[src/rtl/crc_frame_serializer_if.sv]
// Byte-stream handshake into crc_frame_serializer: data, last marker, valid/ready.
interface crc_frame_serializer_if;
  logic [7:0] in_data;
  logic       in_last;
  logic       in_valid;
  logic       in_ready;

  modport master (output in_data, output in_last, output in_valid, input in_ready);
  modport slave  (input in_data, input in_last, input in_valid, output in_ready);
endinterface

[src/rtl/crc_frame_serializer.sv]
// Byte FIFO + LSB-first serializer feeding a serial CRC-8 engine, gated on its Valid.
// Optional `CRC_TIMEOUT_EN adds a WAIT_CRC watchdog of TIMEOUT cycles.
module crc_frame_serializer #(
  parameter int FIFO_DEPTH = 4,
  parameter int TIMEOUT    = 64
) (
  input  logic                        CLK,
  input  logic                        rst_n,
  crc_frame_serializer_if.slave       bus,
  input  logic                        crc_valid,
  output logic                        ser_data,
  output logic                        ser_active,
  output logic                        busy,
  output logic                        frame_done,
  output logic                        err,
  output logic [$clog2(FIFO_DEPTH):0] fifo_count
);
  localparam int AW = $clog2(FIFO_DEPTH);
  localparam int CW = AW + 1;

  localparam logic [1:0] IDLE     = 2'd0;
  localparam logic [1:0] SHIFT    = 2'd1;
  localparam logic [1:0] GAP      = 2'd2;
  localparam logic [1:0] WAIT_CRC = 2'd3;

  if (FIFO_DEPTH < 2 || (FIFO_DEPTH & (FIFO_DEPTH - 1)) != 0 || TIMEOUT < 1) begin : g_bad_param
    $error("crc_frame_serializer: FIFO_DEPTH must be a power of 2 >= 2 and TIMEOUT >= 1");
  end

  logic [8:0]    mem [FIFO_DEPTH];
  logic [AW-1:0] wptr, rptr;
  logic [CW-1:0] cnt, last_cnt;
  logic [8:0]    head;
  logic          push, pop, start;

  logic [1:0]    state;
  logic [7:0]    sr;
  logic          sr_last;
  logic [2:0]    bitcnt;
  logic          seen_high;

  assign head         = mem[rptr];
  assign bus.in_ready = (cnt != CW'(FIFO_DEPTH));
  assign push         = bus.in_valid & bus.in_ready;
  assign fifo_count   = cnt;
  assign busy         = (state != IDLE);
  // A full FIFO with no frame end buffered starts in streaming mode.
  assign start        = (last_cnt != '0) || (cnt == CW'(FIFO_DEPTH));

  always_comb begin
    pop = 1'b0;
    case (state)
      IDLE:    pop = start;
      SHIFT:   pop = (bitcnt == 3'd7) && !sr_last && (cnt != '0);
      default: pop = 1'b0;
    endcase
  end

  always_ff @(posedge CLK) begin
    if (push) mem[wptr] <= {bus.in_last, bus.in_data};
  end

  always_ff @(posedge CLK) begin
    if (!rst_n) begin
      wptr     <= '0;
      rptr     <= '0;
      cnt      <= '0;
      last_cnt <= '0;
    end else begin
      if (push) wptr <= wptr + 1'b1;
      if (pop)  rptr <= rptr + 1'b1;
      cnt      <= cnt + CW'(push) - CW'(pop);
      last_cnt <= last_cnt + CW'(push & bus.in_last) - CW'(pop & head[8]);
    end
  end

`ifdef CRC_TIMEOUT_EN
  localparam int WW = $clog2(TIMEOUT + 1);
  logic [WW-1:0] wd;
`endif

  always_ff @(posedge CLK) begin
    if (!rst_n) begin
      state      <= IDLE;
      sr         <= '0;
      sr_last    <= 1'b0;
      bitcnt     <= '0;
      seen_high  <= 1'b0;
      ser_data   <= 1'b0;
      ser_active <= 1'b0;
      frame_done <= 1'b0;
      err        <= 1'b0;
`ifdef CRC_TIMEOUT_EN
      wd         <= '0;
`endif
    end else begin
      frame_done <= 1'b0;
      err        <= 1'b0;
      case (state)
        IDLE: begin
          ser_active <= 1'b0;
          ser_data   <= 1'b0;
          if (start) begin
            sr      <= head[7:0];
            sr_last <= head[8];
            bitcnt  <= '0;
            state   <= SHIFT;
          end
        end
        SHIFT: begin
          ser_data   <= sr[bitcnt];
          ser_active <= 1'b1;
          bitcnt     <= bitcnt + 1'b1;
          if (bitcnt == 3'd7) begin
            if (sr_last) begin
              state <= GAP;
            end else if (cnt != '0) begin
              sr      <= head[7:0];
              sr_last <= head[8];
            end else begin
              // Underrun: cut the frame here; later bytes form a new frame.
              err   <= 1'b1;
              state <= GAP;
            end
          end
        end
        GAP: begin
          ser_active <= 1'b0;
          ser_data   <= 1'b0;
          seen_high  <= 1'b0;
          state      <= WAIT_CRC;
`ifdef CRC_TIMEOUT_EN
          wd         <= '0;
`endif
        end
        WAIT_CRC: begin
          if (crc_valid) begin
            seen_high <= 1'b1;
          end else if (seen_high) begin
            seen_high  <= 1'b0;
            frame_done <= 1'b1;
            state      <= IDLE;
          end
`ifdef CRC_TIMEOUT_EN
          wd <= wd + 1'b1;
          if (!crc_valid && seen_high) begin
            wd <= '0;
          end else if (!seen_high && wd == WW'(TIMEOUT - 1)) begin
            wd    <= '0;
            err   <= 1'b1;
            state <= IDLE;
          end
`endif
        end
        default: state <= IDLE;
      endcase
    end
  end
endmodule

[src/flat_wrapper.sv]
// flat-port wrapper written by rule: the top's interface ports become plain ports
module crc_frame_serializer_flat 
#(
  parameter int FIFO_DEPTH = 4,
  parameter int TIMEOUT    = 64
)
  (CLK, rst_n, crc_valid, ser_data, ser_active, busy, frame_done, err, fifo_count, bus_in_data, bus_in_last, bus_in_valid, bus_in_ready);
  crc_frame_serializer_if bus_i ();
  input  logic CLK;
  input  logic rst_n;
  input  logic crc_valid;
  output logic ser_data;
  output logic ser_active;
  output logic busy;
  output logic frame_done;
  output logic err;
  output logic [$clog2(FIFO_DEPTH):0] fifo_count;
  input wire logic [$bits(bus_i.in_data)-1:0] bus_in_data;
  input wire logic [$bits(bus_i.in_last)-1:0] bus_in_last;
  input wire logic [$bits(bus_i.in_valid)-1:0] bus_in_valid;
  output wire logic [$bits(bus_i.in_ready)-1:0] bus_in_ready;
  assign bus_i.in_data = bus_in_data;
  assign bus_i.in_last = bus_in_last;
  assign bus_i.in_valid = bus_in_valid;
  assign bus_in_ready = bus_i.in_ready;
  crc_frame_serializer #(.FIFO_DEPTH(FIFO_DEPTH), .TIMEOUT(TIMEOUT)) u_core (.CLK(CLK), .rst_n(rst_n), .bus(bus_i), .crc_valid(crc_valid), .ser_data(ser_data), .ser_active(ser_active), .busy(busy), .frame_done(frame_done), .err(err), .fifo_count(fifo_count));
endmodule
[config.mk]
export PLATFORM = sky130hd
export DESIGN_NAME = crc_frame_serializer_flat
export DESIGN_NICKNAME = d
export VERILOG_FILES = /design/src/rtl/crc_frame_serializer_if.sv /design/src/rtl/crc_frame_serializer.sv /design/src/flat_wrapper.sv
export SDC_FILE = /design/constraint.sdc
export NUM_CORES = 1
export LEC_CHECK = 0
export CELL_PAD_IN_SITES_DETAIL_PLACEMENT = 2
export CELL_PAD_IN_SITES_GLOBAL_PLACEMENT = 2
export CORE_UTILIZATION = 44
export DETAILED_ROUTE_END_ITERATION = 6
export PLACE_DENSITY = 0.94
export SKIP_CTS_REPAIR_TIMING = 1
export SYNTH_ARGS = -nofsm -noshare
export SYNTH_HDL_FRONTEND = slang
export SYNTH_SLANG_ARGS = --single-unit
[constraint.sdc]
create_clock -name CLK -period 6.45 [get_ports CLK]
set_input_delay 0.645 -clock CLK [delete_from_list [all_inputs] [get_ports CLK]]
set_output_delay 0.645 -clock CLK [all_outputs]
set_load 0.02 [all_outputs]
* Word level (Yosys, flattened, before mapping) *
Memories as Yosys holds them, arrays and structs flattened. A register that Yosys moved wholly into a read port is not among the register bits.
Cells that the tools add are included.

storage, ports and cells
  word-level logic and storage cells = 92
  flip-flop bits (word level) = 29
  memories = 1
  output and inout bits = 9
  RAM bits = 36

cells by class
  magnitude comparators = 1
  bitwise logic cells = 7
  equal/unequal tests = 13
  reduce and logical (&&, ||, !) cells = 18
  add/subtract/negate cells = 7
  multiplexer cells = 32

memory list
  name        words  width  read ports  clocked after Yosys merged registers in  write ports  line                        RTL
  u_core.mem  4      9      1           1                                        1            crc_frame_serializer.sv:30  logic [8:0] mem [FIFO_DEPTH];

operator list
  operator                                                                 number
  8-bit two-way mux                                                        4
  2-bit two-way mux                                                        8
  8-bit one-hot mux with 2 select lines                                    1
  1-bit two-way mux                                                        10
  1-bit one-hot mux with 2 select lines                                    5
  5-bit AND reduction                                                      2
  2-bit by 1-bit inequality test with 1-bit output, second input constant  4
  2-bit one-hot mux with 4 select lines                                    1
  2-bit nonzero test                                                       4
  3-bit == test, second input constant                                     2
  3-bit one-hot mux with 2 select lines                                    1
  3-bit nonzero test                                                       2
  2-bit by 1-bit adder with 2-bit output, second input constant            2
  2-bit == test, second input constant                                     2
  3-bit by 4-bit < comparator with 1-bit output, second input constant     1
  2-bit inequality test, second input constant                             2
  1-bit inverter                                                           4
  4-bit OR reduction                                                       1
  3-bit by 1-bit adder with 3-bit output                                   1
  3-bit by 1-bit adder with 3-bit output, second input constant            1
  3-bit adder                                                              1
  1-bit bitwise AND                                                        3
  1-bit binary-select mux with 3-bit select                                1
  3-bit two-way mux                                                        1
  13 further kinds                                                         14

* Depth between registers and ports, before layout *
  depth after elaboration = 6
  gate-level depth with buffers = 13
  gate-level depth less buffers = 12

* Least setup slack after synthesis *
No wires, ideal clock.

  path kind = reg2reg
  start point = register u_core.cnt[0], in the netlist u_core.fifo_count[0]
  end point = register u_core.last_cnt[2]
  path slack = 3682 ps
  arrival = 2653 ps
  stages on the path, launching flop included = 13
  setup time = 115 ps
  period minus slack after synthesis = 2768 ps
  path buffers = 1
  cell sequence = dfxtp_1 -> or3b_1 -> buf_6 -> nor4b_4 -> o22ai_2 -> and2_1 -> ha_1 -> inv_1 -> ha_1 -> fa_1 -> xnor2_1 -> xnor2_1 -> and2_1

on the way
  cells in the longest elaborated chain, start to end = 5
  elaborated cells between the ends (all ways) = 11
  classes of those cells = 2 x add/sub; 2 x eq/ne; 1 x mux; 3 x bitwise; 3 x reduce/logical

RTL lines
  what                    line                        RTL
  start, declared         crc_frame_serializer.sv:32  logic [CW-1:0] cnt, last_cnt;
  start signal, assigned  crc_frame_serializer.sv:72  cnt <= cnt + CW'(push) - CW'(pop);
  3-bit inequality test   crc_frame_serializer.sv:43  assign bus.in_ready = (cnt != CW'(FIFO_DEPTH));
  net bus_in_ready        flat_wrapper.sv:21          output wire logic [$bits(bus_i.in_ready)-1:0] bus_in_ready;
  1-bit bitwise AND       crc_frame_serializer.sv:44  assign push = bus.in_valid & bus.in_ready;
  1-bit bitwise AND       crc_frame_serializer.sv:73  last_cnt <= last_cnt + CW'(push & bus.in_last) - CW'(pop & head[8]);
  3-bit adder             crc_frame_serializer.sv:73
  3-bit subtractor        crc_frame_serializer.sv:73
  end signal, assigned    crc_frame_serializer.sv:73
  end, declared           crc_frame_serializer.sv:32

The timed path passes the listed nets, and every way through them passes these cells.
A chain may end at the register's enable or synchronous reset.

* Worst setup path after layout *
  start point = register u_core.cnt[1], in the netlist u_core.fifo_count[1]
  end point = register u_core.last_cnt[2]

on the way
  cells in the longest elaborated chain, start to end = 5
  elaborated cells between the ends (all ways) = 11
  classes of those cells = 2 x add/sub; 2 x eq/ne; 1 x mux; 3 x bitwise; 3 x reduce/logical

RTL lines
  what                                                          line                                                    RTL
  3-bit == test / 3-bit nonzero test (equally long branches)    crc_frame_serializer.sv:48, crc_frame_serializer.sv:54
  1-bit logical OR / 1-bit logical AND (equally long branches)  crc_frame_serializer.sv:48, crc_frame_serializer.sv:54
  1-bit one-hot mux with 2 select lines *                       crc_frame_serializer.sv:52                              case (state)
  net u_core.pop                                                crc_frame_serializer.sv:34                              logic push, pop, start;
  1-bit bitwise AND *                                           crc_frame_serializer.sv:73
  3-bit subtractor *                                            crc_frame_serializer.sv:73

Mark *: on every way through the listed nets, which the timed path passes. The rest lies on a longest branch.

==> results.md <==
* Core Area at ~0.0065 mm^2
* Via count of the first global-routing pass at approximately 2100
* CTS buffer count at 9
* Antenna violations before repair at 0
* Post-detail-place hpwl at 4.566 mm
* Fin crit share at 0.4763
* DRC Markers at 0
* Highest Clock Rate at roughly 0.33 GHz
* Gpl congestion at just under 0.7
* Post-synth EDFFs at 36
* Fin worst setup slack at about 3.4 ns
* Per-cell routed wire length at about 20 um
* Top-level I/O count at 22
* RSZ-0062 raised after global routing: no
* Final Power at around 1.5 mW
* IO Port Bufs at 21
* CP Class: reg2reg
* Commonest non-fill, non-tap cells in the layout: edfxtp_1, dfxtp_1, nand2_1
* Register area share after synthesis at 0.5662
* Final std cells w/o fill at 330
* TritonCTS clock tree: built
* GRT Total Usage at 0.2125
* Full die area at 0.007165 mm^2
* Slew Limit Headroom at 0.4946
* Power Density at approximately 450 mW/mm^2
* Total nets after synthesis at 256
* Crit path required time at about 6.7 ns
* Outcome: completed
* Width of the die at roughly 85 um
* Via density at 5.582
* Slew @ Worst Pin at around 0.75 ns
* Post-Syn Instances at 225
* H-tree level count at 3
* Slew Viols, Final at 0
* DRT Pass-1 Iters at 6
* Hold_ws at 0.4733 ns
* Critical path arrival at between 3 and 4 ns
* Post-route ant nets at 0
* Worst min path class: reg2reg
* Clock Latency Late Sink at ~0.35 ns
* CP max FO at 10
* Leakage at ~1.3 nW
* Row cnt at 29
* Die height at between 80 and 90 um
* Final Net Count at 279
* Cell area after layout at between 0.003 and 0.004 mm^2
* First-pass GRT wire length at 11.09 mm
* Max_cap viols at 0
* Area grow syn2layout at 14.49%
* Via count at around 1800
* Pin count of the biggest net entering global routing at 43
* # setup viols final at 0
* DRT iter0 DRCs at 31
* Clock transition at path regs at roughly 0.070 ns
* Layout cells sized above 1 at 0.1304
* Yosys cell types at 44
* Critical Path Sink Type: flop
* Yosys warns at 0
* Clock skew at 0.008371 ns
* Number of synthesized register bits at 67
* Clock Tree Buf Depth at 2
* CP Launch Type: flop
* Top_reg_cell synth: edfxtp_1
* Core Util, Final at 0.5327
* Root buffer cell: clkbuf_8
* Avg Inst Size Synth at 13.36 um^2
* Fin. Hold Viols at 0
* Min Tclk post-route at 3.072 ns
* VDD IR max at around 0.22 mV
* Synthesized cell area at between 0.003 and 0.004 mm^2
* Antenna Cells at 0
* Post-Place Setup Slack at 3.402 ns
* Initial core utilization at 0.4653
* DP Area at 0.003266 mm^2
* Fin Setup TNS at 0 ns
* Routed wire length at about 6.8 mm
* Placed Instances at about 310
* Sink Count at 67
* Commonest non-fill, non-tap cell in the layout: edfxtp_1
* Async set or reset register ratio after synthesis at 0
* GRT overflow at 0
-- final timing paths --
kind	from	endpoint	slack [ns]	cells past startpoint
setup / recovery	u_core.fifo_count[1]	u_core.last_cnt[2]	3.38	11
hold / removal	u_core.sr[6]	u_core.sr[6]	0.47	2
setup reg to reg	u_core.fifo_count[1]	u_core.last_cnt[2]	3.38	11
hold reg to reg	u_core.sr[6]	u_core.sr[6]	0.47	2
-- sequential cells by signal, summed over array words and instances (netlist names), 2 cells and up, named ones only --
signal             cells
u_core.bitcnt          3
u_core.fifo_count      3
u_core.last_cnt        3
u_core.mem            36
u_core.rptr            2
u_core.sr              8
u_core.state           2
u_core.wptr            2
-- metal layers --
metal  up-vias  share of wire  global-route usage
met4         0          0.022              0.1017
met3        14          0.025             0.04031
met5         -              0                   0
met1       940           0.40              0.2363
met2        30           0.55              0.3902
li1        858              -                   -
-- power breakdown --
group | internal, mW | switching (mW) | leakage [nW]
Sequential | 0.534 | 0.0818 | 0.584
Combinational | 0.292 | 0.309 | 0.632
Clock | 0.141 | 0.176 | 0.0860
-- synthesized netlist by cell type (3+ instances only) --
cell type,instances,area [um^2]
a21oi_1,3,15.01
and2_1,10,62.56
and3_1,5,31.28
clkbuf_1,7,26.28
dfxtp_1,31,620.6
edfxtp_1,36,1081
ha_1,16,200.2
inv_1,14,52.55
mux2i_1,13,130.1
mux4_2,10,225.2
nand2_1,28,105.1
nand2b_1,3,18.77
nor2b_1,8,50.05
xnor2_1,5,43.79
-- cells by family (layout without fill, tap and decap cells) --
| group | Yosys count | in the layout | synth area share |
|---|---|---|---|
| buffers and inverters | 24 | 52 | 0.03539 |
| AND/OR/NAND/NOR | 67 | 67 | 0.1274 |
| multiplexers | 24 | 24 | 0.1220 |
| AO/OA/AOI/OAI | 20 | 20 | 0.05454 |
| adder cells (fa/ha/maj) | 18 | 18 | 0.07993 |
| flip-flops | 67 | 67 | 0.5662 |
| XOR/XNOR | 5 | 5 | 0.01457 |
-- critical path: stages (launching register included) --
cell     delay (ns)
dfxtp_1        0.41
or3b_1         0.38
nor4b_4        0.43
o22ai_2        0.18
and2_1         0.20
ha_1           0.28
inv_1          0.04
ha_1           0.21
fa_1           0.41
xnor2_1        0.15
xnor2_1        0.14
and2_1         0.15
-- cell type report --
type | count | area [um^2]
Sequential cell | 67 | 1702
Inverter | 14 | 52.55
Clock buffer | 9 | 123.9
Tap cell | 77 | 96.34
Fill cell | 597 | 3018
Clock inverter | 7 | 51.30
Multi-Input combinational cell | 134 | 1197
Timing Repair Buffer | 22 | 217.7
(Power assumes the default switching activity.)
